### config.mk
export PLATFORM = sky130hd
export DESIGN_NAME = decode_ctrl_stage
export DESIGN_NICKNAME = d
export VERILOG_FILES = /design/src/rtl/decode_ctrl_stage.sv
export SDC_FILE = /design/constraint.sdc
export NUM_CORES = 1
export LEC_CHECK = 0
export ABC_AREA = 1
export CORE_UTILIZATION = 45
export DETAILED_ROUTE_END_ITERATION = 8
export PLACE_DENSITY = 0.87
export SLEW_MARGIN = 20
export SYNTH_ARGS = -nofsm -noshare
export SYNTH_HDL_FRONTEND = slang
export SYNTH_SLANG_ARGS = --single-unit
export TNS_END_PERCENT = 5
### constraint.sdc
create_clock -name clk -period 2 [get_ports clk]
set_input_delay 0.4 -clock clk [delete_from_list [all_inputs] [get_ports clk]]
set_output_delay 0.4 -clock clk [all_outputs]
set_load 0.005 [all_outputs]
### src/rtl/decode_ctrl_stage.sv
// Registered opcode decoder stage: valid/ready pipeline register, branch flush,
// illegal-opcode flagging, mul/div/mod structural stall and a saturating issue counter.
module decode_ctrl_stage #(
  parameter int INST_W         = 32,
  parameter int OPC_MSB        = 31,
  parameter int IMM_BIT        = 26,
  parameter int MULDIV_LAT     = 4,
  parameter int SUPPORT_MULDIV = 1,
  parameter int CNT_W          = 16
) (
  input  logic              clk,
  input  logic              rst,
  input  logic              in_valid,
  output logic              in_ready,
  input  logic [INST_W-1:0] in_inst,
  input  logic              flush,
  output logic              out_valid,
  input  logic              out_ready,
  output logic [21:0]       out_ctrl,
  output logic [INST_W-1:0] out_inst,
  output logic              out_illegal,
  output logic              busy,
  output logic [CNT_W-1:0]  issue_count
);

  localparam int CSt = 0, CLd = 1, CBeq = 2, CBgt = 3, CRet = 4, CImm = 5, CWb = 6;
  localparam int CUbranch = 7, CCall = 8, CAdd = 9, CSub = 10, CCmp = 11, CMul = 12;
  localparam int CDiv = 13, CMod = 14, CLsl = 15, CLsr = 16, CAsr = 17, COr = 18;
  localparam int CAnd = 19, CNot = 20, CMov = 21;

  localparam int BusyW = (MULDIV_LAT > 1) ? $clog2(MULDIV_LAT) : 1;

  typedef enum logic [4:0] {
    OpAdd = 5'b00000, OpSub = 5'b00001, OpMul = 5'b00010, OpDiv = 5'b00011,
    OpMod = 5'b00100, OpCmp = 5'b00101, OpAnd = 5'b00110, OpOr  = 5'b00111,
    OpNot = 5'b01000, OpMov = 5'b01001, OpLsl = 5'b01010, OpLsr = 5'b01011,
    OpAsr = 5'b01100, OpNop = 5'b01101, OpLd  = 5'b01110, OpSt  = 5'b01111,
    OpBeq = 5'b10000, OpBgt = 5'b10001, OpB   = 5'b10010, OpCall = 5'b10011,
    OpRet = 5'b10100
  } opcode_t;

  logic [4:0]        opcode;
  logic [21:0]       decCtrl;
  logic              decIllegal;
  logic              validQ;
  logic [21:0]       ctrlQ;
  logic [INST_W-1:0] instQ;
  logic              illegalQ;
  logic [BusyW-1:0]  busyCnt;
  logic [CNT_W-1:0]  issueCount;
  logic              accept;
  logic              transfer;
  logic              heldIsMulDiv;

  assign opcode = in_inst[OPC_MSB -: 5];

  // Illegal or unsupported opcodes decode to an all-zero control word, immediate flag included.
  always_comb begin
    decCtrl    = '0;
    decIllegal = 1'b0;
    case (opcode)
      OpAdd:  begin decCtrl[CAdd] = 1'b1; decCtrl[CWb] = 1'b1; end
      OpSub:  begin decCtrl[CSub] = 1'b1; decCtrl[CWb] = 1'b1; end
      OpMul:  if (SUPPORT_MULDIV != 0) begin decCtrl[CMul] = 1'b1; decCtrl[CWb] = 1'b1; end
              else decIllegal = 1'b1;
      OpDiv:  if (SUPPORT_MULDIV != 0) begin decCtrl[CDiv] = 1'b1; decCtrl[CWb] = 1'b1; end
              else decIllegal = 1'b1;
      OpMod:  if (SUPPORT_MULDIV != 0) begin decCtrl[CMod] = 1'b1; decCtrl[CWb] = 1'b1; end
              else decIllegal = 1'b1;
      OpCmp:  decCtrl[CCmp] = 1'b1;
      OpAnd:  begin decCtrl[CAnd] = 1'b1; decCtrl[CWb] = 1'b1; end
      OpOr:   begin decCtrl[COr]  = 1'b1; decCtrl[CWb] = 1'b1; end
      OpNot:  begin decCtrl[CNot] = 1'b1; decCtrl[CWb] = 1'b1; end
      OpMov:  begin decCtrl[CMov] = 1'b1; decCtrl[CWb] = 1'b1; end
      OpLsl:  begin decCtrl[CLsl] = 1'b1; decCtrl[CWb] = 1'b1; end
      OpLsr:  begin decCtrl[CLsr] = 1'b1; decCtrl[CWb] = 1'b1; end
      OpAsr:  begin decCtrl[CAsr] = 1'b1; decCtrl[CWb] = 1'b1; end
      OpNop:  decCtrl = '0;
      OpLd:   begin decCtrl[CLd] = 1'b1; decCtrl[CAdd] = 1'b1; decCtrl[CWb] = 1'b1; end
      OpSt:   begin decCtrl[CSt] = 1'b1; decCtrl[CAdd] = 1'b1; end
      OpBeq:  decCtrl[CBeq] = 1'b1;
      OpBgt:  decCtrl[CBgt] = 1'b1;
      OpB:    decCtrl[CUbranch] = 1'b1;
      OpCall: begin decCtrl[CUbranch] = 1'b1; decCtrl[CCall] = 1'b1; decCtrl[CWb] = 1'b1; end
      OpRet:  begin decCtrl[CRet] = 1'b1; decCtrl[CUbranch] = 1'b1; end
      default: decIllegal = 1'b1;
    endcase
    if (!decIllegal) decCtrl[CImm] = in_inst[IMM_BIT];
  end

  assign heldIsMulDiv = ctrlQ[CMul] | ctrlQ[CDiv] | ctrlQ[CMod];
  assign out_valid    = validQ & (busyCnt == '0);
  assign in_ready     = ~flush & (~validQ | (out_valid & out_ready));
  assign accept       = in_valid & in_ready;
  assign transfer     = out_valid & out_ready;

  // Pipeline register: flush wins, accept reloads (even while draining), drain alone empties.
  always_ff @(posedge clk) begin
    if (rst) begin
      validQ   <= 1'b0;
      ctrlQ    <= '0;
      instQ    <= '0;
      illegalQ <= 1'b0;
    end else if (flush) begin
      validQ <= 1'b0;
    end else if (accept) begin
      validQ   <= 1'b1;
      ctrlQ    <= decCtrl;
      instQ    <= in_inst;
      illegalQ <= decIllegal;
    end else if (transfer) begin
      validQ <= 1'b0;
    end
  end

  // Occupancy of the shared mul/div/mod unit starts when such an op leaves the stage.
  always_ff @(posedge clk) begin
    if (rst) begin
      busyCnt <= '0;
    end else if (transfer && heldIsMulDiv) begin
      busyCnt <= BusyW'(MULDIV_LAT - 1);
    end else if (busyCnt != '0) begin
      busyCnt <= busyCnt - 1'b1;
    end
  end

  always_ff @(posedge clk) begin
    if (rst) begin
      issueCount <= '0;
    end else if (transfer && (issueCount != {CNT_W{1'b1}})) begin
      issueCount <= issueCount + 1'b1;
    end
  end

  assign out_ctrl    = ctrlQ;
  assign out_inst    = instQ;
  assign out_illegal = illegalQ;
  assign busy        = (busyCnt != '0);
  assign issue_count = issueCount;

endmodule

# Word-level counts from Yosys, hierarchy flattened
# Index checks and enable logic that the tools add are counted.
dict set report op_classes {
  n_addsub 2
  eq_ne 21
  muxes 27
  bitwise_logic 9
  n_reduce_logical 13
}
# cell count
set op_table {}
lappend op_table {{5-bit by 4-bit == test with 1-bit output, second input constant} 8}
lappend op_table {{5-bit == test, second input constant} 5}
lappend op_table {{1-bit two-way mux} 25}
lappend op_table {{21-bit OR reduction} 1}
lappend op_table {{5-bit by 3-bit == test with 1-bit output, second input constant} 4}
lappend op_table {{16-bit by 1-bit adder with 16-bit output, second input constant} 1}
lappend op_table {{16-bit inequality test, second input constant} 1}
lappend op_table {{14-bit OR reduction} 1}
lappend op_table {{5-bit by 2-bit == test with 1-bit output, second input constant} 2}
lappend op_table {{2-bit nonzero test} 3}
lappend op_table {{3-bit OR reduction} 2}
lappend op_table {{5-bit by 1-bit == test with 1-bit output, second input constant} 1}
lappend op_table {{5-bit logical NOT} 1}
lappend op_table {{1-bit AND} 4}
lappend op_table {{2-bit two-way mux} 2}
lappend op_table {{1-bit OR} 3}
lappend op_table {{1-bit logical AND} 2}
lappend op_table {{2-bit logical NOT} 1}
lappend op_table {{1-bit inverter} 2}
lappend op_table {{2-bit AND reduction} 1}
lappend op_table {{2-bit OR reduction} 1}
lappend op_table {{2-bit by 1-bit subtractor with 2-bit output, second input constant} 1}
dict set report word_totals {
  regBits 74
  input_bits 37
  out_inout_bits 74
  wordCells 78
}

# Logic depth before layout (Yosys ltp)
dict set report logic_depth {
  depth_word 7
  ltp_mapped 11
  mapped_depth_nobuf 11
}

# Worst setup path before layout
# Ideal clock, no wire load.
dict set report synth_path {
  kind {flip-flop to flip-flop}
  start {register busyCnt[0]}
  end {register instQ[2], in the netlist out_inst[2]}
  setup_time_ns 0.070
  t_arrival_ns 1.454
  t_required_ns 1.930
  setup_slack_ns 0.475
  stages_incl_launch_ff 12
  path_buffers 2
  period_less_slack_ns 1.525
  path_cell_list {dfxtp_1 > inv_1 > ha_1 > nand2_2 > nor2_4 > nor2_2 > nor2_4 > nand2_2 > buf_6 > buf_4 > nand2_1 > a21oi_1}
}
dict set report synth_via {
  elab_chain_cells 7
}
# item line_no
set synth_rtl {}
lappend synth_rtl {{start, declared} 49} ;# logic [BusyW-1:0] busyCnt;
lappend synth_rtl {{start signal, assigned} 121} ;# busyCnt <= BusyW'(MULDIV_LAT - 1);
lappend synth_rtl {{start signal, assigned} 123} ;# busyCnt <= busyCnt - 1'b1;
lappend synth_rtl {{2-bit logical NOT} 92} ;# assign out_valid = validQ & (busyCnt == '0);
lappend synth_rtl {{1-bit AND} 92}
lappend synth_rtl {{1-bit AND} 93} ;# assign in_ready = ~flush & (~validQ | (out_valid & out_ready));
lappend synth_rtl {{1-bit OR} 93}
lappend synth_rtl {{1-bit AND} 93}
lappend synth_rtl {{net in_ready} 14} ;# output logic in_ready,
lappend synth_rtl {{1-bit AND} 94} ;# assign accept = in_valid & in_ready;
lappend synth_rtl {{2-bit AND reduction (no source line)} n/a}
lappend synth_rtl {{end signal, assigned} 109} ;# instQ <= in_inst;
lappend synth_rtl {{end, declared} 47} ;# logic [INST_W-1:0] instQ;
# The timed path passes the listed nets, and every way through them passes these cells.
# A chain may end at the register's enable or synchronous reset.

# Worst setup path in the final report
dict set report layout_path {
  start {register busyCnt[1]}
  end {output out_valid}
}
dict set report layout_via {
  elab_chain_cells 2
}
# item line_no
set layout_rtl {}
lappend layout_rtl {{2-bit logical NOT} 92}
lappend layout_rtl {{1-bit AND} 92}
lappend layout_rtl {{end, declared} 17} ;# output logic out_valid,
# No other way between the ends.

==> results.cfg <==
[grt]
grt.overflow.total = 0
grtUsageTotal_pct = 23.05
grt_pass1_vias = 3023
grt_pass1_wl_um = 13570
grt_max_degree = 52
antenna_found_initial = 0

[layout]
area_growth_pct = 45.27
final_layout_size_suffix_gt1_share_pct = 7.762
n_fill_cell = 560
seq_area_sq_um = 1481
final_core_util_pct = 67.90
multiInputGateArea_sq_um = 1418
fin_nets = 588
final_cells = 650
antennaDiodeCount = 0

[synth]
seq_area_frac_synth_pct = 46.65
synth_cell_types = 25
ys_seq_elements = 74
syn-num-nets = 475
yosysWarnings = 0
synth_cells = 436
avgSynthCellArea_sq_um = 7.283
synth_area_sq_um = 3176

[critical_path]
r2r-start = busyCnt[1]
cp-startpoint = busyCnt[1]
cp.required_ns = 1.60
worstSetupStartpointType = register
critPathMaxFanout = 4
cp-end-kind = output pin
worst-setup-path-type = register to output pin
arrival_ns = 1.53

[placed_design]
port_buffers = 110
dp_hpwl_um = 5939
gp_congestion = 0.8686
dp_cells = 634

[routing]
dr.pass1.iters = 5
ant_nets = 0
drtIter0Drc = 137
drt-total-wl_um = 8395
wl_per_cell_um = 12.92
vias = 3264
vias_per_cell = 5.022
route.detailed.drc = 0

[sta]
min_period_over_period_pct = 96.72
worst_pin_slew_ns = 0.6554
skew_ns = 0.004641
hold_viol_final = 0
final_max_slew_viol_count = 0
setup_tns_ns = 0
clock.fmax_mhz = 517.0
grt_setup_unrepaired = false
finalSetupViolCount = 0
hold-worst-slack_ns = 0.4635
slew_headroom_pct = 56.26
post-route-min-period_ns = 1.934

[run_status]
status = completed

[floorplan]
start_util_pct = 46.74
die_h_um = 86.01
rows = 30
io_pins = 111
core_sq_um = 6794
die_x_um = 86.01
die_area_sq_um = 7397

[power_and_ir_drop]
irDropWorstVdd_mv = 0.3708
power_mw = 3.394
cellPowerDensity_nw_per_um2 = 735.8
cellLeakagePower_nw = 1.758

[clock_network]
clk_transition_reported_paths_ns = 0.08
clock_sinks = 74
cts_tree = yes
cts_buffers = 9
cts-root-buf = clkbuf_8
cts_setup_buffers = 0
cts_buffer_depth = 2
cts_max_level = 3
clk-insertion-delay-late_ns = 0.34

[min_path]
hp-start = out_inst[19]
worstHoldPathType = register to register

[run]
cap_violations = 0
## path summary, 6_finish.rpt
check / cells past startpoint / end / slack, ns
setup reg to reg: 11 / out_illegal / 0.30
hold reg to reg: 2 / out_inst[19] / 0.46
setup / recovery: 5 / out_valid / 0.07
hold / removal: 2 / out_inst[19] / 0.46
## layout make-up
cell class	count	share of cell area, %
Tap cell	96	2.604
Inverter	32	2.658
Multi-Input combinational cell	306	30.73
Clock inverter	5	1.682
Timing Repair Buffer	126	27.15
Clock buffer	11	3.065
Sequential cell	74	32.11
## report_power, final
| group | total, mW | switching (mW) | internal [mW] |
|---|---|---|---|
| Sequential | 1.57 | 0.0365 | 1.54 |
| Clock | 1.27 | 0.540 | 0.733 |
| Combinational | 0.546 | 0.253 | 0.293 |
| Total | 3.39 | 0.829 | 2.56 |
## routing by layer
layer  up-vias  track usage [%]  routed length [um]
li1       1629                -                   -
met1      1480            26.77                3396
met2       136            41.56                4275
met3        19            4.042                 536
met4         0            9.697                 187
met5         -                0                   0
## sequential cells by signal, indices dropped and copies added, names as in the netlist
signal,count
out_illegal,1
validQ,1
issue_count,16
busyCnt,2
out_inst,32
out_ctrl,22
## cells by family after synthesis
group	count (synthesis)	share of synthesized area, %
flops	74	46.65
buf+inv	56	9.260
fa+ha+maj	2	0.7879
compound gates	89	14.58
xor+xnor	6	1.655
simple gates	209	27.07
## placed cells by master (no fill, tap or decap), types with 11 or more instances in the layout
cell type / netlist / layout
dfxtp_1: 74 / 74
a21oi_1: 62 / 62
nor3_1: 11 / 11
nand3_1: 18 / 18
nor2_1: 40 / 40
nand2_1: 130 / 130
o21ai_0: 21 / 21
clkdlybuf4s50_1: 0 / 108
inv_1: 30 / 29
buf_4: 4 / 13
## repair_timing
action | 4_1_cts | 5_1_grt
endpoints found under the setup margin | 2 | 1
hold buffers | 0 | 0
gates resized for setup | 4 | 1
## cells in the mapped netlist (all sizes together)
cell    instances  area, sq um
buf            17        145.1
nor2           44        185.2
o21ai          21        105.1
nor3           12        65.06
dfxtp          74         1481
o31ai           1        7.510
nand2         132        500.5
a21oi          62        310.3
xor2            6        52.55
nand3          18        90.09
o21a            1        7.510
a31oi           2        12.51
nand4           3        18.77
ha              2        25.02
o211a           2        20.02
clkbuf          7        26.28
inv            32        122.6
## metrics by stage
step / setup WS, ns / cell area [sq um]
3_3_place_gp: -0.08996 / 4378
6_report: 0.06570 / 4613
2_1_floorplan: 0.4753 / 3176
5_1_grt: 0.005832 / 4613
3_5_place_dp: -0.08891 / 4378
4_1_cts: 0.06046 / 4608
## critical path, cell delays in order, from the launching register on
cell             delay [ns]
dfxtp_1                0.32
inv_1                  0.09
ha_4                   0.16
nand2_2                0.08
inv_1                  0.06
clkdlybuf4s50_1        0.49
Note: power is estimated with default switching activity, not from simulation.
